[src/rtl/matmul_ctrl.sv]
// Matrix-multiply sequencer: hands memories to the engine, checks fetch beat order, counts results.
// Optional cycle counter enabled by defining MATMUL_CTRL_CYCLES_EN.
module matmul_ctrl #(
    parameter int MUL_SIZE  = 8,
    parameter int ADDR_BITS = $clog2(MUL_SIZE)
) (
    input  logic                 clk,
    input  logic                 rst,
    input  logic                 ctrl_start,
    output logic                 ctrl_busy,
    output logic                 ctrl_done,
    output logic                 ctrl_err,
    output logic [31:0]          ctrl_cycles,
    input  logic                 host_req,
    output logic                 host_gnt,
    output logic                 mem_sel,
    output logic                 fetch_start,
    input  logic                 fetch_valid,
    input  logic [ADDR_BITS-1:0] fetch_row_no,
    input  logic [ADDR_BITS-1:0] fetch_col_no,
    input  logic                 res_valid
);

    localparam int CW = 2 * ADDR_BITS + 1;
    localparam logic [CW-1:0] NN   = CW'(MUL_SIZE * MUL_SIZE);
    localparam logic [CW-1:0] LAST = NN - CW'(1);

    localparam logic [2:0] IDLE  = 3'd0;
    localparam logic [2:0] START = 3'd1;
    localparam logic [2:0] RUN   = 3'd2;
    localparam logic [2:0] DRAIN = 3'd3;
    localparam logic [2:0] DONE  = 3'd4;

    logic [2:0]    state;
    logic [2:0]    state_next;
    logic [CW-1:0] beat_cnt;
    logic [CW-1:0] res_cnt;
    logic          beat_ok;
    logic          res_take;
    logic          err_set;
    logic          sel_next;
    logic          accept;

    always_comb begin
        // With N a power of two the beat count splits directly into (row, col).
        beat_ok  = (fetch_row_no == beat_cnt[2*ADDR_BITS-1:ADDR_BITS])
                && (fetch_col_no == beat_cnt[ADDR_BITS-1:0]);
        res_take = res_valid && (res_cnt != NN)
                && (state == RUN || state == DRAIN);
        accept   = (state == IDLE) && ctrl_start;
        err_set  = (fetch_valid && (state != RUN || !beat_ok))
                || (res_valid && (state == IDLE || state == DONE))
                || (res_valid && (state == RUN || state == DRAIN)
                    && (res_cnt == NN));
        state_next = state;
        unique case (state)
            IDLE:    if (ctrl_start) state_next = START;
            START:   state_next = RUN;
            RUN:     if (fetch_valid && beat_cnt == LAST) state_next = DRAIN;
            DRAIN:   if (res_cnt == NN || (res_take && res_cnt == LAST))
                         state_next = DONE;
            DONE:    state_next = IDLE;
            default: state_next = IDLE;
        endcase
        sel_next = (state_next == START) || (state_next == RUN)
                || (state_next == DRAIN);
    end

    always_ff @(posedge clk) begin
        if (!rst) begin
            state       <= IDLE;
            ctrl_busy   <= 1'b0;
            ctrl_done   <= 1'b0;
            ctrl_err    <= 1'b0;
            mem_sel     <= 1'b0;
            fetch_start <= 1'b0;
            host_gnt    <= 1'b0;
            beat_cnt    <= '0;
            res_cnt     <= '0;
        end else begin
            state       <= state_next;
            ctrl_busy   <= (state_next != IDLE);
            mem_sel     <= sel_next;
            fetch_start <= (state_next == START);
            host_gnt    <= host_req & ~sel_next;
            if (accept) begin
                beat_cnt  <= '0;
                res_cnt   <= '0;
                ctrl_done <= 1'b0;
                ctrl_err  <= err_set;
            end else begin
                if (state == RUN && fetch_valid)
                    beat_cnt <= beat_cnt + CW'(1);
                if (res_take)
                    res_cnt <= res_cnt + CW'(1);
                if (err_set)
                    ctrl_err <= 1'b1;
                if (state == DONE)
                    ctrl_done <= 1'b1;
            end
        end
    end

`ifdef MATMUL_CTRL_CYCLES_EN
    logic [31:0] cycles;

    // The accepting IDLE cycle counts as the first cycle of the operation.
    always_ff @(posedge clk) begin
        if (!rst)
            cycles <= '0;
        else if (accept)
            cycles <= 32'd1;
        else if (state != IDLE && cycles != '1)
            cycles <= cycles + 32'd1;
    end

    assign ctrl_cycles = cycles;
`else
    assign ctrl_cycles = '0;
`endif

endmodule

[config.mk]
export PLATFORM = sky130hd
export DESIGN_NAME = matmul_ctrl
export DESIGN_NICKNAME = d
export VERILOG_FILES = /design/src/rtl/matmul_ctrl.sv
export SDC_FILE = /design/constraint.sdc
export NUM_CORES = 1
export LEC_CHECK = 0
export CORE_MARGIN = 1
export CORE_UTILIZATION = 35
export CTS_BUF_LIST = sky130_fd_sc_hd__clkbuf_8
export DETAILED_ROUTE_END_ITERATION = 8
export PLACE_DENSITY = 0.65
export SLEW_MARGIN = 20
export SYNTH_ARGS = -nofsm -noshare
export SYNTH_HDL_FRONTEND = slang
export SYNTH_SLANG_ARGS = --single-unit
[constraint.sdc]
create_clock -name clk -period 1.7 [get_ports clk]
set_input_delay 0.17 -clock clk [delete_from_list [all_inputs] [get_ports clk]]
set_output_delay 0.17 -clock clk [all_outputs]
set_load 0.02 [all_outputs]
# ---- Yosys cells after proc, flatten, opt, wreduce, memory -nomap -nowiden
# Cells that the tools add are included.
dict set report word_totals {
  regBits 23
  in_bits 12
  out_inout_bits 38
}
dict set report classes {
  n_addsub 2
  n_eq_ne 14
  n_mux 6
  bitwise 3
  reduce_logical 24
}
# cell n
set ops {}
lappend ops {{$add 7x1->7 const B} 2}
lappend ops {{$eq 7x6->1 const B} 2}
lappend ops {{$eq 3x2->1 const B} 4}
lappend ops {{$pmux 3 s4} 1}
lappend ops {{$logic_and 1x1->1} 11}
lappend ops {{$mux 3} 3}
lappend ops {{$logic_or 1x1->1} 8}
lappend ops {{$eq 7x7->1 const B} 1}
lappend ops {{$ne 7x7->1 const B} 1}
lappend ops {{$eq 3x1->1 const B} 2}
lappend ops {{$eq 3x3->1} 2}
lappend ops {{$eq 3x3->1 const B} 1}
lappend ops {{$logic_not 3->1} 1}
lappend ops {{$ne 3x2->1 const B} 1}
lappend ops {{$reduce_bool 3->1} 1}
lappend ops {{$mux 1} 2}
lappend ops {{$not 1->1} 2}
lappend ops {{$reduce_bool 2->1} 1}
lappend ops {{$reduce_or 2->1} 1}
lappend ops {{$and 1x1->1} 1}
lappend ops {{$logic_not 1->1} 1}

# ---- Logic depth before layout (Yosys ltp)
# Gate-level depths: netlist of run 1.
dict set report depth {
  word_depth 12
  mapped_depth 5
  ltp_nobuf 5
}

# ---- Worst setup path before layout of run 1
# OpenSTA, ideal clock, no wires.
dict set report synth_path {
  path_type {reg-to-reg}
  startpoint {register res_cnt[0]}
  endpoint {register host_gnt}
  arrival_ns 1.346
  t_required_ns 1.584
  slack_ns 0.238
  path_stages_with_launch 6
  synth_period_minus_slack_ns 1.462
  cell_sequence {dfxtp_1 inv_1 ha_1 a311oi_1 a21oi_4 and4_1}
}
dict set report synth_between {
  elab_chain_cells 12
  elab_cells_between_ends 16
  cone_classes {eq/ne (6); mux (2); bitwise (2); reduce/logical (6)}
}
# element line
set synth_lines {}
lappend synth_lines {{start: declaration} 37} ;# logic [CW-1:0] res_cnt;
lappend synth_lines {{start signal: assignment} 95} ;# res_cnt <= res_cnt + CW'(1);
lappend synth_lines {{$ne 7x7->1} 48} ;# res_take = res_valid && (res_cnt != NN)
lappend synth_lines {{$logic_and 1x1->1} 48}
lappend synth_lines {{$logic_and 1x1->1} 49} ;# && (state == RUN || state == DRAIN);
lappend synth_lines {{$logic_and 1x1->1} 60} ;# DRAIN: if (res_cnt == NN || (res_take && res_cnt == LAST))
lappend synth_lines {{$logic_or 1x1->1 (*)} 60}
lappend synth_lines {{$mux 3 (*)} 60}
lappend synth_lines {{$pmux 3 s4 (*)} 56} ;# unique case (state)
lappend synth_lines {{$eq 3x1->1 or $eq 3x2->1 (tied branches)} 65} ;# sel_next = (state_next == START) || (state_next == RUN)
lappend synth_lines {{$logic_or 1x1->1} 65}
lappend synth_lines {{$logic_or 1x1->1 (*)} 66} ;# || (state_next == DRAIN);
lappend synth_lines {{$not 1->1 (*)} 85} ;# host_gnt <= host_req & ~sel_next;
lappend synth_lines {{$and 1x1->1 (*)} 85}
lappend synth_lines {{end signal: assignment} 85}
lappend synth_lines {{end: declaration} 15} ;# output logic host_gnt,
# Mark *: on every way between the ends. The rest lies on a longest branch, timed or not.
# A chain may end at the register's enable or synchronous reset.

# ---- Worst setup path in the final report of run 1
dict set report layout_path {
  startpoint {register state[1]}
  endpoint {register host_gnt}
}
dict set report layout_between {
  elab_chain_cells 12
  elab_cells_between_ends 19
  cone_classes {eq/ne (6); mux (4); bitwise (2); reduce/logical (7)}
}
# element line
set layout_lines {}
lappend layout_lines {{start: declaration} 34} ;# logic [2:0] state;
lappend layout_lines {{start signal: assignment} 81} ;# state <= state_next;
lappend layout_lines {{$eq 3x2->1} {49, 56}}
lappend layout_lines {{$logic_or 1x1->1} 49}
lappend layout_lines {{$logic_and 1x1->1} 49}
lappend layout_lines {{$logic_and 1x1->1} 60}
lappend layout_lines {{$logic_or 1x1->1} 60}
lappend layout_lines {{$mux 3} 60}
lappend layout_lines {{$pmux 3 s4 (*)} 56}
lappend layout_lines {{$eq 3x1->1 or $eq 3x2->1 (tied branches)} 65}
lappend layout_lines {{$logic_or 1x1->1} 65}
lappend layout_lines {{$logic_or 1x1->1 (*)} 66}
lappend layout_lines {{$not 1->1 (*)} 85}
lappend layout_lines {{$and 1x1->1 (*)} 85}
# Marked as above.

==> results.yml, run 1 <==
status:
  status: "completed"
worst_setup_path:
  worstSetupEndpointType: "register"
  crit_type: "reg2reg"
  cp.required_ps: 1910
  arrival_ps: 1810
  cp_top_family: "simple AND/OR/NAND/NOR gates"
  path_cells: "nand2_1 -> or4_1 -> o211ai_1 -> and4_1"
  max_stage_delay_ps: 520
  crit_buf_inv: 0
  critPathMaxFanout: 8
  critPathSlowestCell: "or4_1"
  cp-start-kind: "register"
sta:
  fin_crit_sh_pct: 93.8
  hold_violations: 0
  hold_slack_ps: 490
  skew_ps: 6.16
  final-max-slew-violation-count: 0
  period_minus_slack_ps: 1590
  clock.fmax_mhz: 627
  setup_viol: 0
cts:
  cts_buffers: 3
  cts_tree: "yes"
  holdBufCountCts: 0
  clk_pin_slew_ps: 90
  h-tree-depth: 1
  clock_path_buffers: 2
  cts.sink_count: 23
  clk_latency_ps: 260
  root_buffer: "clkbuf_8"
cells_and_area:
  antenna_cells: 0
  drive_gt1_share_pct: 8.62
  nets: 190
  instances_no_fill: 222
  fin_area_mm2: 0.00155
  regArea_um2: 460
  fillers: 368
  area_growth_pct: 14.7
  multi_input_area_um2: 751
grt:
  grt_overflow: 0
  grt_pass1_wl_um: 3960
  antenna_found_initial: 0
  grt_max_degree: 14
  first_global_vias: 877
  grtUsageTotal_pct: 12.4
yosys:
  synth_top_cell_area_share_pct: 34.1
  syn_inst: 151
  synth.most_common_cell: "buf_4"
  syn_area_per_cell_um2: 8.93
  synth.ff_latch_count: 23
  synth_xor_area_share_pct: 9.09
  yosys_warnings: 0
  synthTopCellsByCount: "32 x buf_4, 23 x dfxtp_1, 14 x nor2_1"
  ys_seq_area_share_pct: 34.1
  synth_edf_count: 0
  synthFlopType: "dfxtp_1"
  synthAdderAreaFrac_pct: 2.78
  synth_area_leader_cell: "dfxtp_1"
  async_flop_share_pct: 0
  muxShareOfSynthArea_pct: 1.48
  synth_top_family_by_area: "simple AND/OR/NAND/NOR gates"
  synth_compound_area_share_pct: 10.2
  netlist_area_mm2: 0.00135
  synth_cell_type_count: 39
  synthTopCellsByArea: "dfxtp_1 34%, buf_4 18%, xnor2_1 5.2%, nor2_1 3.9%, xor2_1 3.9%"
  synth-simple-area-share_pct: 22.1
pwr:
  power_density_mw_per_mm2: 726
  leakage_nw: 0.641
  p_comb_share_pct: 19.1
  vdd_ir_drop_max_mv: 0.296
  p_clk_share_pct: 30.3
  p_sw_share_pct: 28.8
  total_power_mw: 1.12
  p_int_mw: 0.800
  p_seq_share_pct: 50.7
  p_switching_mw: 0.324
hold_path:
  hp-class: "in2reg"
route:
  drt_iter0_drc: 65
  ant_nets: 0
  wl_um: 2350
  viasPerCell: 4.42
  drtPass1Iterations: 4
  post_drt_wl_per_cell_um: 10.6
  drc: 0
  vias: 982
floorplanning:
  die_area_mm2: 0.00411
  die_h_um: 64.1
  coreArea_mm2: 0.00369
  rows: 22
  start_util_pct: 36.6
  die_x_um: 64.1
  io_pins: 50
flow_run:
  drv_cap: 0
placement:
  dp_cells: 218
  dp_hpwl_um: 1800
  globalplace.congestion: 0.829
  placed_area_mm2: 0.00149
  port-buffer-count: 17
-- power groups by stage --
stage | combinational, mW | clock, mW | sequential [mW]
2_1_floorplan | 0.183 | 0 | 0.595
3_3_place_gp | 0.212 | 0 | 0.582
3_5_place_dp | 0.213 | 0 | 0.583
4_1_cts | 0.214 | 0.353 | 0.570
5_1_grt | 0.233 | 0.387 | 0.572
6_report | 0.214 | 0.340 | 0.569
-- per-stage QoR --
step	utilization [%]	setup slack [ps]	setup TNS, ps
finish	42.0	106	0
global route	42.0	-22.4	-22.4
CTS	41.6	108	0
detailed placement	40.3	30.0	0
global placement	40.3	33.1	0
floorplan	-	238	0
-- final cells by class --
cell class / instances / area share (%)
Clock buffer: 3 / 2.67
Inverter: 4 / 0.970
Tap cell: 48 / 3.88
Timing Repair Buffer: 23 / 13.9
Multi-Input combinational cell: 120 / 48.5
Sequential cell: 23 / 29.7
Clock inverter: 1 / 0.323
-- flip-flops by register name, indices dropped and copies added, names as in the netlist --
name / count
state: 3
host_gnt: 1
ctrl_done: 1
ctrl_err: 1
res_cnt: 7
beat_cnt: 7
ctrl_busy: 1
mem_sel: 1
fetch_start: 1
-- worst register-to-register path: cells and delay by family, from the launching register on --
kind | cells | cell delay, ps
and+or+nand+nor | 3 | 910
DFF | 1 | 510
AOI/OAI and AO/OA | 1 | 120
-- layout by cell type, fill, tap and decap left out, types with 2 or more instances in the layout --
cell type	netlist	routed
conb_1	1	32
dfxtp_1	23	23
clkdlybuf4s50_1	0	17
nor2_1	14	14
xnor2_1	8	8
a21oi_1	7	7
nand2_1	6	6
xor2_1	6	6
buf_4	32	6
inv_1	4	4
nand4_1	4	4
o21ai_0	4	4
nand3_1	3	3
ha_1	3	3
clkbuf_8	0	3
nand2b_1	2	2
and3_1	2	2
a41o_1	2	2
nor2b_1	2	2
o211ai_1	2	2
mux2i_1	2	2
nor3_1	2	2
or3_1	2	2
nand3b_1	2	2
-- timing repair --
item,CTS,global route
buffers inserted,0,0
setup endpoints to repair,0,2
gates resized for setup,0,2
-- metal layers --
layer / part of all wire [%] / track usage [%] / vias up / wire length, um
met5: 0 / 0 / - / 0
met4: 0.55 / 4.26 / 0 / 13
met3: 4.4 / 3.75 / 2 / 104
met2: 48 / 19.8 / 28 / 1120
met1: 47 / 15.7 / 449 / 1100
li1: - / - / 503 / -
-- final timing paths --
kind / endpoint / cells past startpoint / startpoint / slack [ps]
setup / recovery: host_gnt / 4 / state[1] / 110
hold / removal: host_gnt / 2 / host_req / 490
setup reg to reg: host_gnt / 4 / state[1] / 110
hold reg to reg: ctrl_err / 2 / ctrl_err / 490
-- cell families after synthesis --
group / Yosys count
AO/OA/AOI/OAI: 20
XOR/XNOR: 14
adder cells (fa/ha/maj): 3
buffers and inverters: 39
flip-flops: 23
multiplexers: 2
other: 1
AND/OR/NAND/NOR: 49
No activity file was read; power rests on OpenSTA's default activity.
==> run 2: changes to the inputs <==
Settings changed: CTS_CLUSTER_SIZE from default to 30.
Clock period 1.7 ns to 2 ns, I/O delays scaled along.
==> run 2 against run 1 <==
Against the previous run:
- via count shrank 2.2%
- count of clock-buffer cells in the layout is the same
- fmax grew 1.5%
==> results.yml, run 2 (synthesis gave the netlist of run 1 again) <==
sta:
  final-max-slew-violation-count: 0
  clock.fmax_mhz: 637
  period_minus_slack_ps: 1570
  fin_crit_sh_pct: 78.5
  hold_slack_ps: 498
  rsz0062_at_grt: "no"
  tns_ps: 0
  skew_ps: 4.21
  hold_violations: 0
  setup_viol: 0
floorplanning:
  die_h_um: 64.1
  die_area_mm2: 0.00411
  start_util_pct: 36.6
  coreArea_mm2: 0.00369
  rows: 22
  io_pins: 50
  die_x_um: 64.1
pwr:
  leakage_nw: 0.619
  p_sw_share_pct: 28.1
  total_power_mw: 0.944
  p_switching_mw: 0.266
  p_seq_share_pct: 51.2
  power_density_mw_per_mm2: 625
  p_int_mw: 0.678
  p_comb_share_pct: 18.9
  vdd_ir_drop_max_mv: 0.341
  p_clk_share_pct: 29.8
grt:
  grt_max_degree: 14
  grt_overflow: 0
  grt_pass1_wl_um: 3480
  grtUsageTotal_pct: 10.8
  first_global_vias: 793
  antenna_found_initial: 0
worst_setup_path:
  critPathCapture: "host_gnt"
  crit_type: "reg2reg"
  arrival_ps: 1780
  critPathMaxFanout: 5
  cp-start-kind: "register"
  rr_worst_depth: 5
  cp.required_ps: 2210
  worstSetupEndpointType: "register"
  r2r-end: "host_gnt"
  r2r_slack_ps: 430
  crit-reg2reg-launch: "res_cnt[0]"
  critPathLaunch: "res_cnt[0]"
route:
  wl_um: 2090
  post_drt_wl_per_cell_um: 9.53
  drt_iter0_drc: 42
  drtPass1Iterations: 4
  ant_nets: 0
  drc: 0
  vias: 960
  viasPerCell: 4.38
hold_path:
  hold_start: "ctrl_err"
  hp-class: "reg2reg"
cells_and_area:
  area_growth_pct: 12.0
  drive_gt1_share_pct: 6.43
  largestRegisters: "beat_cnt x7, res_cnt x7, state x3"
  instances_no_fill: 219
  nets: 187
  mostFrequentLayoutCell: "conb_1"
  antenna_cells: 0
  fin_area_mm2: 0.00151
  final_cell_mix: "32 x conb_1, 23 x dfxtp_1, 17 x clkdlybuf4s50_1, 14 x nor2_1, 8 x xnor2_1"
cts:
  cts_resized: 0
  post-cts-setup-buffers: 0
  clk_pin_slew_ps: 80
  cts_tree: "yes"
  clk_latency_ps: 260
  clock_path_buffers: 2
  h-tree-depth: 1
  root_buffer: "clkbuf_8"
  cts_buffers: 3
  cts.sink_count: 23
  holdBufCountCts: 0
placement:
  port-buffer-count: 17
  dp_hpwl_um: 1600
  placed_area_mm2: 0.00146
  globalplace.congestion: 0.808
  dp_cells: 215
status:
  status: "completed"
flow_run:
  drv_cap: 0
run 2: changes by cell type in the layout (fill, tap and decap cells not counted), sizes merged:
cell,change
buf,-3
run 2: area by class of cell:
class / instances / area (um2)
repair buffers: 20 / 193
flip-flops and latches: 23 / 460
fillers: 388 / 2180
multi-input cells: 120 / 736
well taps: 48 / 60.1
clock inverters: 1 / 5.00
inverters: 4 / 15.0
clock buffers: 3 / 41.3
run 2: critical path: stages, from the launching register on:
cell	delay [ps]
dfxtp_1	390
ha_1	230
nand4_1	150
or3_4	380
a21oi_4	180
and4_1	190
run 2: worst min path at each step:
stage | endpoint | depth (start not counted)
after global routing | ctrl_err | 2
after floorplan | mem_sel | 1
after global placement | ctrl_err | 2
after detailed placement | ctrl_err | 2
final | ctrl_err | 2
after CTS | ctrl_err | 2
run 2: power groups by stage:
| stage | logic (mW) | clock network, mW | registers, mW |
|---|---|---|---|
| after floorplan | 0.155 | 0 | 0.505 |
| after global placement | 0.180 | 0 | 0.494 |
| after detailed placement | 0.178 | 0 | 0.495 |
| after CTS | 0.180 | 0.296 | 0.484 |
| after global routing | 0.194 | 0.315 | 0.486 |
| final | 0.179 | 0.282 | 0.483 |
run 2: layer usage:
layer	wire [um]	global-route usage, %	vias up
met5	0	0	-
met4	13	2.56	0
met3	86	3.75	2
met2	975	17.0	26
met1	1010	14.1	435
li1	-	-	497
run 2: through the flow:
step	setup WS (ps)	utilization, %
6_report	429	40.9
5_1_grt	318	40.9
4_1_cts	429	40.9
3_5_place_dp	224	39.7
3_3_place_gp	251	39.7
2_1_floorplan	538	-
